## src/rtl/core_sequencer_if.sv

```systemverilog
// Handshake/control bundle between the sequencer and the core datapath.
// slave: sequencer side; master: datapath/stimulus side.
interface core_sequencer_if #(
  parameter int DATA_WIDTH = 32,
  parameter int CNT_WIDTH  = 16
);
  logic                  start;
  logic                  step;
  logic                  halt_req;
  logic [DATA_WIDTH-1:0] instruction;
  logic                  alu_zero;
  logic                  ir_we;
  logic                  pc_we;
  logic                  pc_sel;
  logic [1:0]            imm_sel;
  logic                  alusrc;
  logic                  wb_sel;
  logic                  regwrite;
  logic                  busy;
  logic                  halted;
  logic                  illegal;
  logic [CNT_WIDTH-1:0]  retired;

  modport master (
    output start, step, halt_req,
    output instruction, alu_zero,
    input  ir_we, pc_we, pc_sel,
    input  imm_sel, alusrc, wb_sel,
    input  regwrite, busy, halted,
    input  illegal, retired
  );

  modport slave (
    input  start, step, halt_req,
    input  instruction, alu_zero,
    output ir_we, pc_we, pc_sel,
    output imm_sel, alusrc, wb_sel,
    output regwrite, busy, halted,
    output illegal, retired
  );
endinterface

```

## src/rtl/core_sequencer.sv

```systemverilog
// Multicycle FETCH/DECODE/EXECUTE/WRITEBACK control for ADDI/ADD/BEQ/JAL.
// Ports: clk, rst (sync, active-high), bus (core_sequencer_if.slave).
module core_sequencer #(
  parameter int DATA_WIDTH = 32,
  parameter int DIR_WIDTH  = 5,
  parameter int CNT_WIDTH  = 16
) (
  input  logic              clk,
  input  logic              rst,
  core_sequencer_if.slave   bus
);

  typedef enum logic [2:0] {
    S_IDLE,
    S_FETCH,
    S_DECODE,
    S_EXEC,
    S_WB,
    S_HALT,
    S_ERR
  } state_t;

  localparam logic [6:0] OP_ADDI = 7'b0010011;
  localparam logic [6:0] OP_ADD  = 7'b0110011;
  localparam logic [6:0] OP_BEQ  = 7'b1100011;
  localparam logic [6:0] OP_JAL  = 7'b1101111;

  state_t                 st_q, st_d;
  logic [6:0]             opc_q;
  logic [DIR_WIDTH-1:0]   rd_q;
  logic                   step_q;
  logic                   pend_q;
  logic                   taken_q;
  logic                   ill_q;
  logic [CNT_WIDTH-1:0]   ret_q;
  logic [DATA_WIDTH-1:0]  ins;

  logic is_addi, is_add, is_beq, is_jal;
  logic legal, in_op, is_busy, ctl;

  assign ins     = bus.instruction;
  assign is_addi = (opc_q == OP_ADDI);
  assign is_add  = (opc_q == OP_ADD);
  assign is_beq  = (opc_q == OP_BEQ);
  assign is_jal  = (opc_q == OP_JAL);
  assign legal   = is_addi | is_add | is_beq | is_jal;

  assign in_op   = (st_q == S_DECODE) ||
                   (st_q == S_EXEC)   ||
                   (st_q == S_WB);
  assign is_busy = in_op || (st_q == S_FETCH);
  assign ctl     = (st_q == S_IDLE) || (st_q == S_HALT);

  always_comb begin
    st_d = st_q;
    unique case (st_q)
      S_IDLE, S_HALT:
        if (bus.step || bus.start) st_d = S_FETCH;
      S_FETCH:  st_d = S_DECODE;
      S_DECODE: st_d = legal ? S_EXEC : S_ERR;
      S_EXEC:   st_d = S_WB;
      // halt_req seen in WB itself is honoured at this boundary
      S_WB:
        st_d = (pend_q || bus.halt_req || step_q)
             ? S_HALT : S_FETCH;
      S_ERR:    st_d = S_ERR;
      default:  st_d = S_IDLE;
    endcase
  end

  // Outputs depend only on state and internal registers.
  always_comb begin
    bus.ir_we    = (st_q == S_FETCH);
    bus.pc_we    = (st_q == S_WB);
    bus.pc_sel   = 1'b0;
    bus.imm_sel  = 2'b00;
    bus.alusrc   = 1'b0;
    bus.wb_sel   = 1'b0;
    bus.regwrite = 1'b0;
    bus.busy     = is_busy;
    bus.halted   = (st_q == S_HALT);
    bus.illegal  = ill_q;
    bus.retired  = ret_q;
    if (in_op) begin
      unique case (1'b1)
        is_addi: bus.alusrc  = 1'b1;
        is_beq:  bus.imm_sel = 2'b01;
        is_jal: begin
          bus.imm_sel = 2'b10;
          bus.wb_sel  = 1'b1;
        end
        default: ;
      endcase
    end
    if (st_q == S_WB) begin
      bus.pc_sel   = is_jal | (is_beq & taken_q);
      bus.regwrite = (is_addi | is_add | is_jal) &&
                     (rd_q != '0);
    end
  end

  always_ff @(posedge clk) begin
    if (rst) begin
      st_q    <= S_IDLE;
      opc_q   <= '0;
      rd_q    <= '0;
      step_q  <= 1'b0;
      pend_q  <= 1'b0;
      taken_q <= 1'b0;
      ill_q   <= 1'b0;
      ret_q   <= '0;
    end else begin
      st_q <= st_d;
      if (st_q == S_FETCH) begin
        opc_q <= ins[6:0];
        rd_q  <= ins[7 +: DIR_WIDTH];
      end
      if (ctl && bus.step)
        step_q <= 1'b1;
      else if (ctl && bus.start)
        step_q <= 1'b0;
      if (st_d == S_HALT && st_q != S_HALT)
        pend_q <= 1'b0;
      else if (is_busy && bus.halt_req)
        pend_q <= 1'b1;
      if (st_q == S_EXEC && is_beq)
        taken_q <= bus.alu_zero;
      if (st_q == S_DECODE && !legal)
        ill_q <= 1'b1;
      if (st_q == S_WB)
        ret_q <= ret_q + 1'b1;
    end
  end

endmodule
```

## src/flat_wrapper.sv

```systemverilog
// flat-port wrapper written by rule: the top's interface ports become plain ports
module core_sequencer_flat 
#(
  parameter int DATA_WIDTH = 32,
  parameter int DIR_WIDTH  = 5,
  parameter int CNT_WIDTH  = 16
)
  (clk, rst, bus_start, bus_step, bus_halt_req, bus_instruction, bus_alu_zero, bus_ir_we, bus_pc_we, bus_pc_sel, bus_imm_sel, bus_alusrc, bus_wb_sel, bus_regwrite, bus_busy, bus_halted, bus_illegal, bus_retired);
  core_sequencer_if #(.DATA_WIDTH(DATA_WIDTH), .CNT_WIDTH(CNT_WIDTH)) bus_i ();
  input  logic clk;
  input  logic rst;
  input wire logic [$bits(bus_i.start)-1:0] bus_start;
  input wire logic [$bits(bus_i.step)-1:0] bus_step;
  input wire logic [$bits(bus_i.halt_req)-1:0] bus_halt_req;
  input wire logic [$bits(bus_i.instruction)-1:0] bus_instruction;
  input wire logic [$bits(bus_i.alu_zero)-1:0] bus_alu_zero;
  output wire logic [$bits(bus_i.ir_we)-1:0] bus_ir_we;
  output wire logic [$bits(bus_i.pc_we)-1:0] bus_pc_we;
  output wire logic [$bits(bus_i.pc_sel)-1:0] bus_pc_sel;
  output wire logic [$bits(bus_i.imm_sel)-1:0] bus_imm_sel;
  output wire logic [$bits(bus_i.alusrc)-1:0] bus_alusrc;
  output wire logic [$bits(bus_i.wb_sel)-1:0] bus_wb_sel;
  output wire logic [$bits(bus_i.regwrite)-1:0] bus_regwrite;
  output wire logic [$bits(bus_i.busy)-1:0] bus_busy;
  output wire logic [$bits(bus_i.halted)-1:0] bus_halted;
  output wire logic [$bits(bus_i.illegal)-1:0] bus_illegal;
  output wire logic [$bits(bus_i.retired)-1:0] bus_retired;
  assign bus_i.start = bus_start;
  assign bus_i.step = bus_step;
  assign bus_i.halt_req = bus_halt_req;
  assign bus_i.instruction = bus_instruction;
  assign bus_i.alu_zero = bus_alu_zero;
  assign bus_ir_we = bus_i.ir_we;
  assign bus_pc_we = bus_i.pc_we;
  assign bus_pc_sel = bus_i.pc_sel;
  assign bus_imm_sel = bus_i.imm_sel;
  assign bus_alusrc = bus_i.alusrc;
  assign bus_wb_sel = bus_i.wb_sel;
  assign bus_regwrite = bus_i.regwrite;
  assign bus_busy = bus_i.busy;
  assign bus_halted = bus_i.halted;
  assign bus_illegal = bus_i.illegal;
  assign bus_retired = bus_i.retired;
  core_sequencer #(.DATA_WIDTH(DATA_WIDTH), .DIR_WIDTH(DIR_WIDTH), .CNT_WIDTH(CNT_WIDTH)) u_core (.clk(clk), .rst(rst), .bus(bus_i));
endmodule
```

## config.mk

```make
export PLATFORM = sky130hd
export DESIGN_NAME = core_sequencer_flat
export DESIGN_NICKNAME = d
export VERILOG_FILES = /design/src/rtl/core_sequencer_if.sv /design/src/rtl/core_sequencer.sv /design/src/flat_wrapper.sv
export SDC_FILE = /design/constraint.sdc
export NUM_CORES = 1
export LEC_CHECK = 0
export CORE_ASPECT_RATIO = 0.75
export CORE_MARGIN = 5
export CORE_UTILIZATION = 39
export CTS_CLUSTER_DIAMETER = 150
export DETAILED_ROUTE_END_ITERATION = 10
export PLACE_DENSITY = 0.72
export SLEW_MARGIN = 20
export SYNTH_ARGS = -nofsm -noshare
export SYNTH_HDL_FRONTEND = slang
export SYNTH_SLANG_ARGS = --single-unit
```

## constraint.sdc

```tcl
create_clock -name clk -period 1.93 [get_ports clk]
set_clock_uncertainty 0.2 [all_clocks]
set_input_delay 0.193 -clock clk [delete_from_list [all_inputs] [get_ports clk]]
set_output_delay 0.193 -clock clk [all_outputs]
set_load 0.01 [all_outputs]
```

==> impl_results.md, run 1 <==
- IO Pins: 65
- Layout cells sized above 1: 26.4%
- Crit start category: flip-flop
- Die X: 85 um
- Worst R2R Setup Slack: -0.02 ns
- Min-delay src: bus_instruction[8]
- Synth top area cells: dfxtp_1, nand2_1, a21oi_1
- Syn-to-layout area delta: 55.4%
- Vias in the first global route: 1,556
- Mapped Area: 1650 sq um
- Ant diodes: 0
- Syn nets: 248
- Ys async rst share: 0%
- CTS max path bufs: 2
- Hold Crit Class: input pin to flip-flop
- Final Routed Wirelength: 4440 um
- Reg-to-reg endpoint: u_core.bus.retired[11]$_SDFFE_PP0P_
- Via count: 1,730
- Status: finished, violations left
- Prevailing post-synth register cell: dfxtp_1
- Area of placed instances: 2370 sq um
- Critical Path End Type: flip-flop
- Pre-Repair DR Iteration Count: 4
- Yosys cell types: 40
- Largest stage delay on the critical path: 0.42 ns
- CP Data Arrival Time: 1.98 ns
- CTS tree: built
- Initial Util: 40.6%
- Mapped Avg Cell Area: 7.87 sq um
- DP Worst Slack: -0.204 ns
- Register area share after synthesis: 42.6%
- Core area: 4050 sq um
- Starting DRT DRC Count: 85
- Leakage: 0.000985 uW
- Critical path's slowest cell: or3b_4
- Wire per inst: 13.1 um
- Total Nets Final: 322
- Post-CTS Hold Buffers: 0
- RSZ-0062 raised after global routing: true
- Max-Cap Viols: 0
- Crit path launch: u_core.st_q[0]$_SDFF_PP0_
- Port bufs: 44
- Failing checks: negative setup slack
- Fmax achieved: 0.512 GHz
- CP Class: flip-flop to flip-flop
- First-pass GRT wire length: 7270 um
- Root buffer cell: clkbuf_8
- Fillers: 359
- Die Ht: 66.3 um
- Num rows: 20
- Yosys top cell area share: 42.6%
- YS warnings: 0
- Final Max Slew Viols: 0
- Syn Inst Count: 209
- Total CTS buffers: 5
- Power per cell area: 735 nW/um^2
- Pin count of the biggest net entering global routing: 23
- Worst-path clk slew: 0.08 ns
- Logic gate share of total power: 22.3%
- Net switching power: 519 uW
- Most Frequent Cell on Critical Path: or3_4
- Vias per cell: 5.10
- Critical path peak fanout: 4
- R2R cell count: 5
- Final Cell Area: 2560 sq um
- Worst hold slack: 0.239 ns
- Number of flops mapped to enable cells by yosys: 0
- Clk pwr share: 35.4%
- Total Routing Usage GR: 16.3%
- H-tree Lvls: 2
- Switching Share: 27.6%
- Worst slew pin tran: 0.320 ns
- Post-synthesis register bit count: 35
- Initial antenna violation count: 0
- Antenna Nets Post-Route: 0
- CP endpoint: u_core.bus.retired[11]$_SDFFE_PP0P_
- Drt drc: 0
- PnR worst setup slack: -0.0238 ns
- Worst r2r src: u_core.st_q[0]$_SDFF_PP0_
- Rel. slew slack: 78.6%
- Critical Path RT: 1.96 ns
- Endpoints failing setup: 2
- GPL Wtd Cong: 0.853
- Synth area leader: dfxtp_1
- Die area: 5630 sq um
- Clk sinks: 35
- CP Cell Sequence: or3b_4, buf_6, or3_4, or3_4, a21oi_2
- Final Hold Viols: 0
- Min cycle time layout: 1.95 ns
- DP HPWL: 3250 um
- Final worst-path cycle share: 101%
- Worst VDD drop: 0.000493 V
- Flop pwr share: 42.4%
- Internal: 1360 uW
- Grt total ovfl: 0
- Final Power: 1880 uW
- Clock Latency Late Sink: 0.29 ns
[worst min path at each step]
stage	end	slack, ns	cells past startpoint
floorplan	u_core.rd_q[1]$_SDFFE_PP0P_	0.13	2
global placement	u_core.rd_q[1]$_SDFFE_PP0P_	0.24	2
detailed placement	u_core.rd_q[1]$_SDFFE_PP0P_	0.25	2
CTS	u_core.rd_q[1]$_SDFFE_PP0P_	0.23	3
global route	u_core.rd_q[1]$_SDFFE_PP0P_	0.23	3
finish	u_core.rd_q[1]$_SDFFE_PP0P_	0.24	3
[registers in the layout (all words and copies together), names as in the netlist]
signal	cells
u_core.step_q	1
u_core.taken_q	1
u_core.rd_q	5
u_core.opc_q	7
u_core.st_q	3
u_core.bus.illegal	1
u_core.pend_q	1
u_core.bus.retired	16
[per-stage QoR]
stage | cells | setup TNS (ns) | util [%]
2_1_floorplan | 209 | -0.0883 | -
3_3_place_gp | 330 | -0.957 | 58.5
3_5_place_dp | 330 | -1.10 | 58.5
4_1_cts | 339 | -0.0550 | 62.6
5_1_grt | 339 | -0.367 | 63.1
6_report | 339 | -0.0372 | 63.1
[critical path: cells and delay by family (launching register included)]
kind	cells	cell delay, ns
simple gates	3	1.13
compound gates	1	0.11
buf+inv	1	0.14
flops	1	0.31
[layer usage]
metal / vias to the layer above / GRT usage (%) / routed length (um)
li1: 872 / - / -
met3: 9 / 4.11 / 302
met5: - / 0 / 0
met1: 800 / 22.7 / 2160
met2: 49 / 24.0 / 1930
met4: 0 / 6.52 / 48
[repair_timing]
| item | CTS | global route |
|---|---|---|
| endpoints found under the setup margin | 15 | 13 |
| buffers inserted | 1 | 0 |
| resized for setup | 46 | 9 |
| pin swaps | 4 | 3 |
[kinds of logic (layout without fill, tap and decap cells)]
| group | after synthesis | in the layout | share of synthesized area [%] |
|---|---|---|---|
| fa+ha+maj | 1 | 1 | 0.760 |
| simple gates | 105 | 105 | 31.1 |
| buf+inv | 18 | 93 | 4.94 |
| xor+xnor | 12 | 12 | 6.39 |
| compound gates | 36 | 36 | 12.9 |
| flops | 35 | 35 | 42.6 |
| mux | 2 | 2 | 1.29 |
[Yosys cell counts, types with 2 or more instances]
cell type,count
a211oi_1,2
a21oi_1,21
buf_2,2
clkbuf_1,9
dfxtp_1,35
inv_1,4
nand2_1,39
nand2b_1,2
nand3_1,5
nand4_1,6
nor2_1,21
nor2b_1,3
nor3_1,9
nor4_1,5
o21ai_0,6
o32ai_1,2
or3_1,5
xnor2_1,10
xor2_1,2
[cell type report]
| cell class | count | area [sq um] | area share, % |
|---|---|---|---|
| Timing Repair Buffer | 80 | 684 | 26.8 |
| Multi-Input combinational cell | 156 | 968 | 37.9 |
| Tap cell | 55 | 68.8 | 2.69 |
| Clock inverter | 3 | 43.8 | 1.71 |
| Inverter | 5 | 18.8 | 0.734 |
| Sequential cell | 35 | 703 | 27.5 |
| Clock buffer | 5 | 68.8 | 2.69 |
[power by group through the flow]
stage	Combinational, uW	Clock [uW]	Sequential (uW)
after CTS	418	683	794
after detailed placement	402	0	811
after global routing	463	709	801
after floorplan	227	0	810
final	419	664	796
after global placement	400	0	809
[cell usage in the layout, fill, tap and decap left out, drive strengths merged, types with 2 or more instances in the layout]
| master | count |
|---|---|
| o32ai | 2 |
| xnor2 | 10 |
| nor4 | 5 |
| a21oi | 21 |
| buf | 42 |
| a211oi | 2 |
| nor2 | 21 |
| or3 | 6 |
| nand2b | 2 |
| clkbuf | 7 |
| nor3 | 9 |
| nand4 | 6 |
| inv | 5 |
| nand3 | 5 |
| dfxtp | 35 |
| clkinv | 2 |
| o21ai | 6 |
| nor2b | 3 |
| xor2 | 2 |
| nand2 | 39 |
| dlygate4sd2 | 2 |
| clkdlybuf4s50 | 34 |
Note: power is estimated with default switching activity, not from simulation.
==> run 2, diff against run 1 <==
--- a/config.mk
+++ b/config.mk
@@ -6,10 +6,11 @@
 export NUM_CORES = 1
 export LEC_CHECK = 0
 export CORE_ASPECT_RATIO = 0.75
-export CORE_MARGIN = 5
+export CORE_MARGIN = 1
 export CORE_UTILIZATION = 39
 export CTS_CLUSTER_DIAMETER = 150
 export DETAILED_ROUTE_END_ITERATION = 10
+export MAX_ROUTING_LAYER = met4
 export PLACE_DENSITY = 0.72
 export SLEW_MARGIN = 20
 export SYNTH_ARGS = -nofsm -noshare
==> impl_results.md, run 2 (synthesis gave the netlist of run 1 again) <==
- Status: finished, violations left (unchanged)
- Failing checks: negative setup slack (unchanged)
- PnR worst setup slack: -0.0869 ns (was -0.0238 ns)
- Worst VDD drop: 0.000390 V (was 0.000493 V)
- Total Routing Usage GR: 21.0% (was 16.3%)
- Setup_tns: -0.259 ns (was -0.0372 ns)
- Vias per cell: 5.01 (was 5.10)
- Total Nets Final: 328 (was 322)
- Power per cell area: 724 nW/um^2 (was 735 nW/um^2)
- Grt total ovfl: 0 (unchanged)
- Max reg flops: 16 (unchanged)
- Pre-Repair DR Iteration Count: 4 (unchanged)
- Final Hold Viols: 0 (unchanged)
- DP Worst Slack: -0.224 ns (was -0.204 ns)
- Critical path peak fanout: 4 (unchanged)
- Commonest cells after routing, fill and taps aside: nand2_1, buf_4, clkdlybuf4s50_1, dfxtp_1, nor2_1 (was nand2_1, clkdlybuf4s50_1, buf_4, dfxtp_1)
- Worst R2R Setup Slack: -0.09 ns (was -0.02 ns)
- DP HPWL: 3110 um (was 3250 um)
- Reg-to-reg endpoint: u_core.bus.retired[11]$_SDFFE_PP0P_ (unchanged)
- Max-Cap Viols: 0 (unchanged)
- Die area: 4490 sq um (was 5630 sq um)
- Clk sinks: 35 (unchanged)
- Hold Crit Class: input pin to flip-flop (unchanged)
- Internal: 1380 uW (was 1360 uW)
- Worst r2r src: u_core.st_q[0]$_SDFF_PP0_ (unchanged)
- Min cycle time layout: 2.02 ns (was 1.95 ns)
- Clock Latency Late Sink: 0.29 ns (about the same)
- CP Class: flip-flop to flip-flop (unchanged)
- Switching Share: 28.6% (was 27.6%)
- Critical Path RT: 1.96 ns (about the same)
- H-tree Lvls: 2 (unchanged)
- Rel. slew slack: 77.9% (was 78.6%)
- Leakage: 0.00102 uW (was 0.000985 uW)
- Final Routed Wirelength: 4720 um (was 4440 um)
- RSZ-0062 raised after global routing: true (unchanged)
- CP Data Arrival Time: 2.04 ns (was 1.98 ns)
- R2R cell count: 5 (unchanged)
- Most common cell after layout, fill and taps aside: nand2_1 (unchanged)
- Post-layout util: 66.0% (was 63.1%)
- Critical Path End Type: flip-flop (unchanged)
- First-pass GRT wire length: 7160 um (was 7270 um)
- Total CTS buffers: 5 (unchanged)
- GPL Wtd Cong: 0.866 (was 0.853)
- Num rows: 20 (unchanged)
- Starting DRT DRC Count: 71 (was 85)
- IO Pins: 65 (unchanged)
- Endpoints failing setup: 5 (was 2)
- Layout cells sized above 1: 31.4% (was 26.4%)
- Min-delay src: bus_instruction[4] (was bus_instruction[8])
- Final Max Slew Viols: 0 (unchanged)
- Final Power: 1940 uW (was 1880 uW)
- Ant diodes: 0 (unchanged)
- Vias in the first global route: 1,557 (was 1,556)
- Initial Util: 40.6% (unchanged)
- Die Ht: 58.3 um (was 66.3 um)
- Worst-path clk slew: 0.08 ns (about the same)
- Net switching power: 554 uW (was 519 uW)
- Hold Path Depth: 3 (unchanged)
- Worst slew pin tran: 0.331 ns (was 0.320 ns)
- Wire per inst: 13.7 um (was 13.1 um)
- Crit start category: flip-flop (unchanged)
- Initial antenna violation count: 0 (unchanged)
- Worst Hold Path EP: u_core.opc_q[4]$_SDFFE_PP0P_ (was u_core.rd_q[1]$_SDFFE_PP0P_)
- Post-CTS Hold Buffers: 0 (unchanged)
- Port bufs: 44 (unchanged)
- Antenna Nets Post-Route: 0 (unchanged)
- Via count: 1,728 (was 1,730)
- Root buffer cell: clkbuf_8 (unchanged)
- Pin count of the biggest net entering global routing: 21 (was 23)
- CTS tree: built (unchanged)
- Drt drc: 0 (unchanged)
- Core area: 4050 sq um (unchanged)
- Clk pwr share: 34.8% (was 35.4%)
- Worst hold slack: 0.241 ns (was 0.239 ns)
- CTS max path bufs: 2 (unchanged)
- Logic gate share of total power: 23.7% (was 22.3%)
- Flop pwr share: 41.5% (was 42.4%)
- Die X: 77 um (was 85 um)
- Syn-to-layout area delta: 62.6% (was 55.4%)
- Fmax achieved: 0.496 GHz (was 0.512 GHz)
- Final worst-path cycle share: 105% (was 101%)
run 2: cell types whose count changed in the layout (fill, tap and decap cells not counted), sizes merged:
cell,change
buf,+6
run 2: stage by stage:
stage          cell area [sq um]  cells
5_1_grt                     2680    345
3_3_place_gp                2390    332
6_report                    2680    345
4_1_cts                     2530    341
3_5_place_dp                2390    332
2_1_floorplan               1660    209
run 2: worst max-delay path by stage:
stage | start | depth (start not counted) | end
floorplan | u_core.st_q[0]$_SDFF_PP0_ | 6 | u_core.bus.retired[9]$_SDFFE_PP0P_
global placement | u_core.st_q[0]$_SDFF_PP0_ | 3 | bus_regwrite
detailed placement | u_core.st_q[0]$_SDFF_PP0_ | 3 | bus_regwrite
CTS | u_core.st_q[1]$_SDFF_PP0_ | 5 | u_core.bus.retired[11]$_SDFFE_PP0P_
global route | u_core.st_q[0]$_SDFF_PP0_ | 5 | u_core.bus.retired[9]$_SDFFE_PP0P_
finish | u_core.st_q[0]$_SDFF_PP0_ | 5 | u_core.bus.retired[11]$_SDFFE_PP0P_
run 2: layout make-up:
class / instances / area (sq um)
Clock inverter: 3 / 43.8
Sequential cell: 35 / 706
Multi-Input combinational cell: 156 / 1030
Tap cell: 55 / 68.8
Timing Repair Buffer: 86 / 741
Fill cell: 346 / 1380
Inverter: 5 / 18.8
Clock buffer: 5 / 68.8
run 2: power groups by stage:
stage          combinational (uW)  sequential (uW)  clock (uW)
2_1_floorplan                 227              810           0
4_1_cts                       420              799         682
3_5_place_dp                  405              813           0
3_3_place_gp                  401              812           0
5_1_grt                       497              809         713
6_report                      459              804         673
run 2: routing by layer:
layer / up-vias / GRT usage [%] / part of all wire [%] / routed length, um
met3: 4 / 4.41 / 4.2 / 200
li1: 884 / - / - / -
met4: 0 / 6.47 / 0.87 / 41
met5: - / - / 0 / 0
met1: 803 / 29.4 / 50 / 2340
met2: 37 / 30.4 / 45 / 2140
run 2: worst max-delay path: stages (launching register included):
cell	delay (ns)
dfxtp_2	0.33
or3b_4	0.44
buf_6	0.14
or3_4	0.37
or3_1	0.34
a21oi_2	0.13
run 2: what timing repair did:
item	in CTS	in global routing
setup buffers	1	4
endpoints found under the hold margin	0	0
setup endpoints to repair	14	14
resized for setup	42	28
pin swaps	2	12
cloned	0	0
==> run 3, diff against run 2 <==
--- a/config.mk
+++ b/config.mk
@@ -12,7 +12,6 @@
 export DETAILED_ROUTE_END_ITERATION = 10
 export MAX_ROUTING_LAYER = met4
 export PLACE_DENSITY = 0.72
-export SLEW_MARGIN = 20
 export SYNTH_ARGS = -nofsm -noshare
 export SYNTH_HDL_FRONTEND = slang
 export SYNTH_SLANG_ARGS = --single-unit
==> results of run 3 <==
Final layout, timing and power as in run 2 (identical DEF).
